<file path="src/rtl/irb_pkg.sv">
// Shared types for the inverted-residual-block tile sequencer.
package irb_pkg;

    // Sequencer states; one DMA, start or wait state per pipeline step.
    typedef enum logic [3:0] {
        S_IDLE   = 4'd0,
        S_LD_W   = 4'd1,
        S_LD_FMI = 4'd2,
        S_EXP_S  = 4'd3,
        S_EXP_W  = 4'd4,
        S_DW_S   = 4'd5,
        S_DW_W   = 4'd6,
        S_PRJ_S  = 4'd7,
        S_PRJ_W  = 4'd8,
        S_ST_FMO = 4'd9,
        S_NEXT   = 4'd10,
        S_DONE   = 4'd11,
        S_ERROR  = 4'd12
    } irb_seq_state_t;

    // DMA operation selector; DMA_LD_W is the idle/reset encoding.
    typedef enum logic [1:0] {
        DMA_LD_W   = 2'd0,
        DMA_LD_FMI = 2'd1,
        DMA_ST_FMO = 2'd2
    } dma_op_t;

    // States that wait on an external responder and are guarded by the watchdog.
    function automatic logic is_guarded(irb_seq_state_t s);
        return (s == S_LD_W)  || (s == S_LD_FMI) || (s == S_ST_FMO) ||
               (s == S_EXP_W) || (s == S_DW_W)   || (s == S_PRJ_W);
    endfunction

endpackage

</file>
<file path="src/rtl/irb_watchdog.sv">
// Per-wait watchdog: counts enabled cycles since the last clear, saturating at all-ones.
module irb_watchdog #(
    parameter int TIMEOUT_W = 16
) (
    input  logic clk,
    input  logic rst,
    input  logic i_clear,
    input  logic i_enable,
    output logic o_expired
);

    logic [TIMEOUT_W-1:0] r_cnt;

    // Clear wins over counting so a new state always starts from zero.
    always_ff @(posedge clk or posedge rst) begin
        if (rst)
            r_cnt <= '0;
        else if (i_clear)
            r_cnt <= '0;
        else if (i_enable && (r_cnt != '1))
            r_cnt <= r_cnt + 1'b1;
    end

    assign o_expired = i_enable && (r_cnt == '1);

endmodule

</file>
<file path="src/rtl/irb_tile_sequencer.sv">
// Layer-level controller: loads weights once, then per tile runs
// LD_FMI -> EXP -> DW -> PRJ -> ST_FMO, walking tiles x-inner.
module irb_tile_sequencer
    import irb_pkg::*;
#(
    parameter int TILE_W    = 8,
    parameter int TIMEOUT_W = 16
) (
    input  logic              clk,
    input  logic              rst,
    input  logic              start,
    input  logic [TILE_W-1:0] cfg_ntx,
    input  logic [TILE_W-1:0] cfg_nty,
    output logic              dma_req,
    output logic [1:0]        dma_op,
    input  logic              dma_done,
    output logic              exp_start,
    input  logic              exp_finish,
    output logic              dw_start,
    input  logic              dw_finish,
    output logic              prj_start,
    input  logic              prj_finish,
    output logic [TILE_W-1:0] tile_x,
    output logic [TILE_W-1:0] tile_y,
    output logic              busy,
    output logic              done,
    output logic              err
);

    localparam logic [TILE_W-1:0] ONE = TILE_W'(1);

    irb_seq_state_t    r_state, w_state_nxt;
    logic [TILE_W-1:0] r_tile_x, w_tile_x_nxt;
    logic [TILE_W-1:0] r_tile_y, w_tile_y_nxt;
    logic [TILE_W-1:0] r_ntx, w_ntx_nxt;
    logic [TILE_W-1:0] r_nty, w_nty_nxt;
    logic              r_err, w_err_nxt;

    logic              w_last_x, w_last_y;
    logic              w_wd_en, w_wd_clear, w_wd_exp;
    dma_op_t           w_dma_op;

    assign w_last_x   = (r_tile_x == (r_ntx - ONE));
    assign w_last_y   = (r_tile_y == (r_nty - ONE));
    assign w_wd_en    = is_guarded(r_state);
    assign w_wd_clear = (w_state_nxt != r_state);

    irb_watchdog #(
        .TIMEOUT_W (TIMEOUT_W)
    ) u_wd (
        .clk       (clk),
        .rst       (rst),
        .i_clear   (w_wd_clear),
        .i_enable  (w_wd_en),
        .o_expired (w_wd_exp)
    );

    // State, tile counters, latched config and sticky error.
    always_ff @(posedge clk or posedge rst) begin
        if (rst) begin
            r_state  <= S_IDLE;
            r_tile_x <= '0;
            r_tile_y <= '0;
            r_ntx    <= '0;
            r_nty    <= '0;
            r_err    <= 1'b0;
        end else begin
            r_state  <= w_state_nxt;
            r_tile_x <= w_tile_x_nxt;
            r_tile_y <= w_tile_y_nxt;
            r_ntx    <= w_ntx_nxt;
            r_nty    <= w_nty_nxt;
            r_err    <= w_err_nxt;
        end
    end

    // Next-state logic; a responder pulse outside its own wait state is simply not looked at.
    always_comb begin
        w_state_nxt  = r_state;
        w_tile_x_nxt = r_tile_x;
        w_tile_y_nxt = r_tile_y;
        w_ntx_nxt    = r_ntx;
        w_nty_nxt    = r_nty;
        w_err_nxt    = r_err;
        unique case (r_state)
            S_IDLE: begin
                if (start) begin
                    // A zero tile count would never terminate; run it as one tile.
                    w_ntx_nxt    = (cfg_ntx == '0) ? ONE : cfg_ntx;
                    w_nty_nxt    = (cfg_nty == '0) ? ONE : cfg_nty;
                    w_tile_x_nxt = '0;
                    w_tile_y_nxt = '0;
                    w_err_nxt    = 1'b0;
                    w_state_nxt  = S_LD_W;
                end
            end
            S_LD_W:   if (dma_done)   w_state_nxt = S_LD_FMI;
            S_LD_FMI: if (dma_done)   w_state_nxt = S_EXP_S;
            S_EXP_S:                  w_state_nxt = S_EXP_W;
            S_EXP_W:  if (exp_finish) w_state_nxt = S_DW_S;
            S_DW_S:                   w_state_nxt = S_DW_W;
            S_DW_W:   if (dw_finish)  w_state_nxt = S_PRJ_S;
            S_PRJ_S:                  w_state_nxt = S_PRJ_W;
            S_PRJ_W:  if (prj_finish) w_state_nxt = S_ST_FMO;
            S_ST_FMO: if (dma_done)   w_state_nxt = S_NEXT;
            S_NEXT: begin
                if (w_last_x && w_last_y) begin
                    w_state_nxt = S_DONE;
                end else if (w_last_x) begin
                    w_tile_x_nxt = '0;
                    w_tile_y_nxt = r_tile_y + ONE;
                    w_state_nxt  = S_LD_FMI;
                end else begin
                    w_tile_x_nxt = r_tile_x + ONE;
                    w_state_nxt  = S_LD_FMI;
                end
            end
            S_DONE:   w_state_nxt = S_IDLE;
            S_ERROR:  w_state_nxt = S_IDLE;
            default:  w_state_nxt = S_IDLE;
        endcase
        // A response arriving on the expiry cycle still wins; otherwise abort.
        if (w_wd_exp && (w_state_nxt == r_state)) begin
            w_state_nxt = S_ERROR;
            w_err_nxt   = 1'b1;
        end
    end

    // Handshake outputs decoded straight from the state register.
    always_comb begin
        dma_req   = 1'b0;
        w_dma_op  = DMA_LD_W;
        exp_start = 1'b0;
        dw_start  = 1'b0;
        prj_start = 1'b0;
        unique case (r_state)
            S_LD_W:   begin dma_req = 1'b1; w_dma_op = DMA_LD_W;   end
            S_LD_FMI: begin dma_req = 1'b1; w_dma_op = DMA_LD_FMI; end
            S_ST_FMO: begin dma_req = 1'b1; w_dma_op = DMA_ST_FMO; end
            S_EXP_S:  exp_start = 1'b1;
            S_DW_S:   dw_start  = 1'b1;
            S_PRJ_S:  prj_start = 1'b1;
            default:  ;
        endcase
    end

    assign dma_op = w_dma_op;
    assign tile_x = r_tile_x;
    assign tile_y = r_tile_y;
    assign busy   = (r_state != S_IDLE);
    assign done   = (r_state == S_DONE);
    assign err    = r_err;

endmodule

</file>
<file path="config.mk">
export PLATFORM = sky130hd
export DESIGN_NAME = irb_tile_sequencer
export DESIGN_NICKNAME = d
export VERILOG_FILES = /design/src/rtl/irb_pkg.sv /design/src/rtl/irb_watchdog.sv /design/src/rtl/irb_tile_sequencer.sv
export SDC_FILE = /design/constraint.sdc
export NUM_CORES = 1
export LEC_CHECK = 0
export ABC_AREA = 1
export BUFFER_PORTS_ARGS = -buffer_cell sky130_fd_sc_hd__buf_2
export CAP_MARGIN = 25
export CORE_ASPECT_RATIO = 2
export CORE_MARGIN = 3
export CORE_UTILIZATION = 50
export DETAILED_ROUTE_END_ITERATION = 6
export GPL_TIMING_DRIVEN = 0
export PLACE_DENSITY_LB_ADDON = 0.25
export SLEW_MARGIN = 20
export SYNTH_ARGS = -nofsm -noshare
export SYNTH_HDL_FRONTEND = slang
export SYNTH_SLANG_ARGS = --single-unit
</file>
<file path="constraint.sdc">
create_clock -name clk -period 2.45 [get_ports clk]
set_input_delay 0.1225 -clock clk [delete_from_list [all_inputs] [get_ports clk]]
set_output_delay 0.1225 -clock clk [all_outputs]
set_load 0.01 [all_outputs]
</file>
==> results of run 1 <==
critical path, delay by kind of cell, from the launching register on:
kind / cells / cell delay [ps]
adder cells (fa/ha/maj): 1 / 260
flip-flops: 1 / 420
AND/OR/NAND/NOR: 15 / 1420
buffers and inverters: 3 / 290
through the flow:
step / instances / TNS, ps / util (%) / total power, mW
final: 628 / -124 / 63.9 / 4.58
after global placement: 603 / -185 / 57.4 / 3.31
after CTS: 613 / 0 / 59.9 / 4.10
after global routing: 628 / -2910 / 63.9 / 4.96
after detailed placement: 603 / -170 / 57.4 / 3.35
after floorplan: 468 / 0 / - / 2.85
power by group:
group	switching (mW)	internal (mW)	leakage (nW)
clock	0.323	0.382	0.0712
combinational	1.57	1.01	1.31
sequential	0.235	1.06	0.705
total	2.13	2.45	2.09
sequential cells by signal (all words and copies together) (netlist names):
| register | count |
|---|---|
| u_wd.r_cnt | 16 |
| r_ntx | 8 |
| r_nty | 8 |
| tile_x | 8 |
| tile_y | 8 |
| r_state | 4 |
| err | 1 |
metal layers:
metal / up-vias / global-route usage, % / wire length (um)
met3: 16 / 3.61 / 270
met4: 0 / 11.2 / 226
met2: 60 / 43.3 / 5040
met5: - / 0 / 0
li1: 1632 / - / -
met1: 1486 / 23.3 / 3200
worst max path at each step:
stage / cells past startpoint / slack (ps) / from / endpoint
after global placement: 17 / -100 / r_ntx[0]$_DFFE_PP0P_ / tile_y[4]$_DFFE_PP0P_
after CTS: 19 / 0.8 / r_nty[0]$_DFFE_PP0P_ / u_wd.r_cnt[1]$_DFFE_PP0P_
after global routing: 19 / -230 / r_ntx[1]$_DFFE_PP0P_ / u_wd.r_cnt[7]$_DFFE_PP0P_
final: 19 / -40 / r_ntx[1]$_DFFE_PP0P_ / u_wd.r_cnt[7]$_DFFE_PP0P_
after detailed placement: 17 / -110 / r_ntx[0]$_DFFE_PP0P_ / tile_y[4]$_DFFE_PP0P_
after floorplan: 19 / 370 / r_nty[0]$_DFFE_PP0P_ / u_wd.r_cnt[0]$_DFFE_PP0P_
cell type report:
| type | instances | area share, % |
|---|---|---|
| flip-flops and latches | 53 | 31.1 |
| repair buffers | 64 | 8.98 |
| clock buffers | 6 | 3.02 |
| plain buffers | 8 | 1.64 |
| clock inverters | 2 | 0.323 |
| well taps | 88 | 2.58 |
| multi-input cells | 337 | 46.0 |
| inverters | 70 | 6.34 |
cells by family after synthesis:
group / Yosys count / synth area share (%)
simple gates: 252 / 35.2
buf+inv: 78 / 9.02
flops: 53 / 38.1
compound gates: 49 / 8.08
xor+xnor: 30 / 7.54
fa+ha+maj: 5 / 1.80
mux: 1 / 0.287
cells in the mapped netlist, drive strengths merged:
master and n:
xnor2 11, dfrtp 53, buf 4, nor4 6
nand4 7, o21bai 1, nand3 33, o21ai 29
inv 69, o211ai 1, clkinv 1, a21oi 10
a21boi 1, o41ai 3, mux2i 1, o2111ai 2
nor2 44, xor2 19, a22oi 1, nand2 137
o21a 1, ha 5, clkbuf 4, nor3 25
cell usage in the layout, fill, tap and decap left out, types with 4 or more instances in the layout:
cell type  netlist  layout
nand4_1          7       7
nor3_1          14      10
buf_2            1      48
buf_4            1      16
nor4_1           5       5
nand2_1        124     120
dfrtp_1         53      53
clkbuf_16        0       6
nand2_4          5       9
a21oi_1         10      10
nor2_4           1       4
inv_1           65      60
ha_1             5       4
nand2_2          8       8
nor3_2          11      10
xor2_1          19      19
inv_2            4       6
xnor2_1         11      11
nor3_4           0       5
nand3_1         30      30
nor2_2           7       7
o21ai_0         29      26
nor2_1          36      33
timing repair:
action	in CTS	in global routing
endpoints found under the hold margin	53	0
resized for setup	4	35
pin swaps	0	16
setup buffers	1	14
endpoints found under the setup margin	14	22
hold buffers	1	0
cloned	0	1
==> flow_summary.json, run 1 <==
{
  "violations": "setup timing",
  "n_fill_cell": 591,
  "fin_crit_ps": 2490,
  "cts_tree": "done",
  "fin_skew_ps": 6.88,
  "io_buffers": 47,
  "clock-sinks": 53,
  "worstMarginPinSlew_ps": 662,
  "dpl.hpwl_mm": 6.49,
  "worst_setup_path_end_kind": "register",
  "yosysTopAreaCell": "dfrtp_1",
  "track_usage_pct": 22.7,
  "critPathSlowestCell": "dfrtp_1",
  "die_h_um": 124,
  "synthTopCellsByArea": "dfrtp_1 38%, nand2_1 13%, inv_1 7.0%",
  "grt_start_max_net_pins": 54,
  "place.gp.congestion": 0.915,
  "hp-start": "cfg_ntx[5]",
  "syn_inst": 468,
  "cts_buffer_depth": 2,
  "worst-setup-path-type": "register to register",
  "area_delta_synth_final_pct": 22.3,
  "postLayoutSetupSlackWorst_ps": -40.9,
  "wl_per_cell_um": 13.9,
  "hold_depth": 3,
  "relSlewSlack_pct": 55.5,
  "setup_viol_count_final": 6,
  "arrival_ps": 2710,
  "fmax_ghz": 0.401,
  "drv_cap": 0,
  "syn_avg_cell_area_sq_um": 7.44,
  "vdd_ir_drop_max_uv": 999,
  "path_cells": "inv_2 -> ha_4 -> inv_2 -> nand2_2 -> nand2_1 -> nor2_1 -> nand2_1 -> nor2_1 -> nand3_1 -> nor2_4 -> nand3_2 -> nand3_2 -> nand2_2 -> nand2_4 -> nand2_4 -> nand2_4 -> nand3_4 -> buf_12 -> nor3_4",
  "hold_class": "input port to register",
  "firstDrtPassIters": 5,
  "syn_area_sq_mm": 0.00348,
  "vias": 3194,
  "critPathMaxStageDelay_ps": 420,
  "clkLatencyLatePin_ps": 300,
  "num_rows": 42,
  "dp_worst_setup_slack_ps": -110,
  "yosys.cell_types.count": 36,
  "htree_levels": 2,
  "first_global_vias": 3222,
  "path_common_cell": "nand2_4",
  "drc": 0,
  "ant_nets": 0,
  "rsz0062_at_grt": "yes",
  "power.density_mw_per_mm2": 1070,
  "grt_pass1_wl_mm": 14.2,
  "worstRegToRegCells": 19,
  "synth_seq_cells": 53,
  "total_leakage_power_nw": 2.09,
  "r2r-end": "u_wd.r_cnt[7]$_DFFE_PP0P_",
  "grt_overflow": 0,
  "placed_area_sq_mm": 0.00383,
  "cts_buffers": 5,
  "path_clk_slew_ps": 70,
  "hold_viol": 0,
  "critPathLaunchType": "register",
  "rr_startpoint": "r_ntx[1]$_DFFE_PP0P_",
  "drtIter0Drc": 206,
  "die_w_um": 65.0,
  "viasPerCell": 5.09,
  "whs_ps": 33.9,
  "period_share_pct": 102,
  "outcome": "complete, but fails checks",
  "antenna_found_initial": 0,
  "multiInputGateArea_sq_mm": 0.00196,
  "layout-drive-gt1-share_pct": 24.8,
  "dieArea_sq_mm": 0.00807,
  "initial_core_util_pct": 52.2,
  "min_to": "r_ntx[5]$_DFFE_PP0P_",
  "routed_wl_mm": 8.73,
  "crit_fanout": 8,
  "fin_area_sq_mm": 0.00426,
  "required_ps": 2670,
  "clock-root-buffer": "clkbuf_16",
  "yosysTopAreaCellShare_pct": 38.1,
  "slew_violations": 0,
  "ys_seq_area_share_pct": 38.1,
  "register_area_sq_mm": 0.00133,
  "syn_nets": 496,
  "ios": 48,
  "rrSetupSlack_ps": -40,
  "yosysWarnings": 0,
  "antenna_cells": 0,
  "final_nets": 567,
  "coreArea_sq_mm": 0.00667
}
No activity file was read; power rests on OpenSTA's default activity.
==> run 2: changes to the inputs <==
- ABC_AREA: 1 -> not set
==> run 2 against run 1 <==
  * The run still ends with setup timing left
  * Register-to-register slack worse by 130 ps
  * Combinational power down 16%
  * Worst hold slack worse by 13 ps
  * Cell count down 16%
  * Largest cell class unchanged
  * Count of clock-buffer cells in the layout up 1
  * Critical path depth down 12
==> flow_summary.json, run 2 <==
{
  "outcome": "complete, but fails checks",
  "violations": "setup timing",
  "syn_inst": 374,
  "rsz0062_at_grt": "yes",
  "htree_levels": 2,
  "critPathLaunchType": "register",
  "fin_skew_ps": 7.77,
  "post-place-cells": 507,
  "vias": 3032,
  "arrival_ps": 2830,
  "ys_seq_area_share_pct": 39.9,
  "clkLatencyLatePin_ps": 300,
  "ios": 48,
  "final_cell_mix": "59 x nand2_1, 47 x dfrtp_1, 47 x buf_2",
  "track_usage_pct": 25.0,
  "route.met2.wl_mm": 5.40,
  "syn_avg_cell_area_sq_um": 8.90,
  "setup_viol_count_final": 14,
  "drtIter0Drc": 129,
  "syn_nets": 402,
  "synth_common_cells": "59 x nand2_1, 53 x dfrtp_1, 37 x nor2_1, 21 x xor2_1, 14 x xnor2_1",
  "cts_buffers": 5,
  "dpl.hpwl_mm": 6.47,
  "clock-sinks": 53,
  "final_nets": 467,
  "power_mw": 4.24,
  "place.gp.congestion": 0.804,
  "hold_viol": 0,
  "critPathSlowestCell": "or4_4",
  "cts_tree": "done",
  "async_flop_share_pct": 100,
  "grt_start_max_net_pins": 54,
  "antenna_found_initial": 0,
  "yosysWarnings": 0,
  "synth_most_common_cell": "nand2_1",
  "drc": 0,
  "worst-setup-path-type": "register to register",
  "ant_nets": 0,
  "grt_pass1_wl_mm": 15.1,
  "ys.flop_type": "dfrtp_1",
  "power.density_mw_per_mm2": 1030,
  "path_cells": "or4_4 -> nor4_4 -> nor4_2 -> or4_4 -> buf_8 -> a2111oi_4 -> mux2i_1",
  "final_common_cell": "nand2_1",
  "synth_seq_cells": 53,
  "layoutNonFillerInstCount": 526,
  "yosys.cell_types.count": 56,
  "syn_area_sq_mm": 0.00333,
  "clock-root-buffer": "clkbuf_16",
  "hp-start": "cfg_ntx[4]",
  "fin_crit_ps": 2620,
  "met1_length_mm": 3.00,
  "die_w_um": 63.7,
  "routed_wl_mm": 8.95,
  "first_global_vias": 3239,
  "layout-drive-gt1-share_pct": 24.3,
  "dieArea_sq_mm": 0.00773,
  "cts_buffer_depth": 2,
  "slew_violations": 0,
  "total_leakage_power_nw": 1.83,
  "critPathMaxStageDelay_ps": 560,
  "synthTopCellsByArea": "dfrtp_1 40%, nand2_1 6.7%, xor2_1 5.5%",
  "num_rows": 41,
  "synth_edf_count": 0,
  "fmax_ghz": 0.382,
  "yosysTopAreaCellShare_pct": 39.9,
  "wl_per_cell_um": 17.0,
  "postLayoutSetupSlackWorst_ps": -170,
  "coreArea_sq_mm": 0.00636,
  "worst_setup_path_end_kind": "register",
  "relSlewSlack_pct": 55.2,
  "top_register": "u_wd.r_cnt",
  "hold_class": "input port to register",
  "period_share_pct": 107,
  "viasPerCell": 5.76,
  "worstMarginPinSlew_ps": 672,
  "io_buffers": 47,
  "route.top_layer_used": "met4",
  "grt_overflow": 0,
  "met3WireLength_um": 278,
  "antenna_cells": 0,
  "startpoint": "r_ntx[4]$_DFFE_PP0P_",
  "fin_util_pct": 64.7,
  "die_h_um": 121,
  "required_ps": 2660,
  "drv_cap": 0,
  "path_common_cell": "or4_4",
  "yosysTopAreaCell": "dfrtp_1",
  "whs_ps": 20.5,
  "firstDrtPassIters": 4,
  "crit_fanout": 10,
  "largest_register_ff_count": 16,
  "initial_core_util_pct": 52.3,
  "vdd_ir_drop_max_uv": 601,
  "rr_startpoint": "r_ntx[4]$_DFFE_PP0P_",
  "area_delta_synth_final_pct": 23.7,
  "path_clk_slew_ps": 70
}
run 2: cell count changes after synthesis, sizes merged, moves of 7 or more:
cell and delta:
nand2 -78, inv -59, o21ai -21, nand3 -20, nor3 -13, nand2b +12, clkbuf +9, and2 +8
mux2i +7, nor2 -7
run 2: worst max-delay path: cells and delay by family, from the launching register on:
family | cells | cell delay (ps)
and+or+nand+nor | 4 | 1360
DFF | 1 | 450
buffers and inverters | 1 | 170
muxes | 1 | 250
AOI/OAI and AO/OA | 1 | 290
run 2: cells by family (layout without fill, tap and decap cells):
family / Yosys count / count (layout) / synth area share, %
adder cells (fa/ha/maj): 5 / 5 / 1.88
AND/OR/NAND/NOR: 189 / 189 / 28.8
flip-flops: 53 / 53 / 39.9
buffers and inverters: 27 / 92 / 3.27
multiplexers: 10 / 10 / 3.08
AO/OA/AOI/OAI: 54 / 55 / 13.2
XOR/XNOR: 36 / 36 / 9.89
run 2: stage by stage:
stage	setup TNS (ps)	setup slack [ps]	area (sq um)
2_1_floorplan	0	4.01	3360
3_3_place_gp	-7350	-490	3700
4_1_cts	-1230	-166	4050
3_5_place_dp	-8760	-571	3700
6_report	-1120	-170	4110
5_1_grt	-2360	-255	4110
run 2: area by class of cell:
class	count	area (sq um)
clock buffers	7	133
clock inverters	1	7.51
inverters	10	40.0
flip-flops and latches	53	1330
repair buffers	60	335
plain buffers	14	66.3
fillers	586	2250
well taps	86	108
multi-input cells	295	2090
run 2: what timing repair did:
item / 4_1_cts / 5_1_grt
endpoints found under the hold margin: 53 / 0
setup endpoints to repair: 28 / 40
hold buffers: 1 / 0
buffers inserted: 8 / 4
resized for setup: 27 / 10
pin swaps: 9 / 5
cloned: 1 / 0
run 2: path summary, 6_finish.rpt:
path / end / slack [ps] / cells past startpoint
max in group asynchronous: r_state[0]$_DFF_PP0_ / 1480 / 3
min in group asynchronous: r_nty[2]$_DFFE_PP0P_ / 470 / 3
worst max register to register: tile_y[6]$_DFFE_PP0P_ / -170 / 7
worst min register to register: err$_DFFE_PP0P_ / 490 / 2
worst max-delay path: tile_y[6]$_DFFE_PP0P_ / -170 / 7
worst min-delay path: r_ntx[4]$_DFFE_PP0P_ / 20 / 3
run 2: where the power goes:
| part | switching (mW) | internal, mW |
|---|---|---|
| Sequential | 0.291 | 1.08 |
| Clock | 0.326 | 0.381 |
| Combinational | 1.25 | 0.921 |
run 2: metal layers:
| metal | vias to the layer above | global-route usage, % |
|---|---|---|
| li1 | 1460 | - |
| met1 | 1497 | 23.0 |
| met2 | 58 | 49.5 |
| met3 | 17 | 4.36 |
| met4 | 0 | 13.8 |
| met5 | - | 0 |
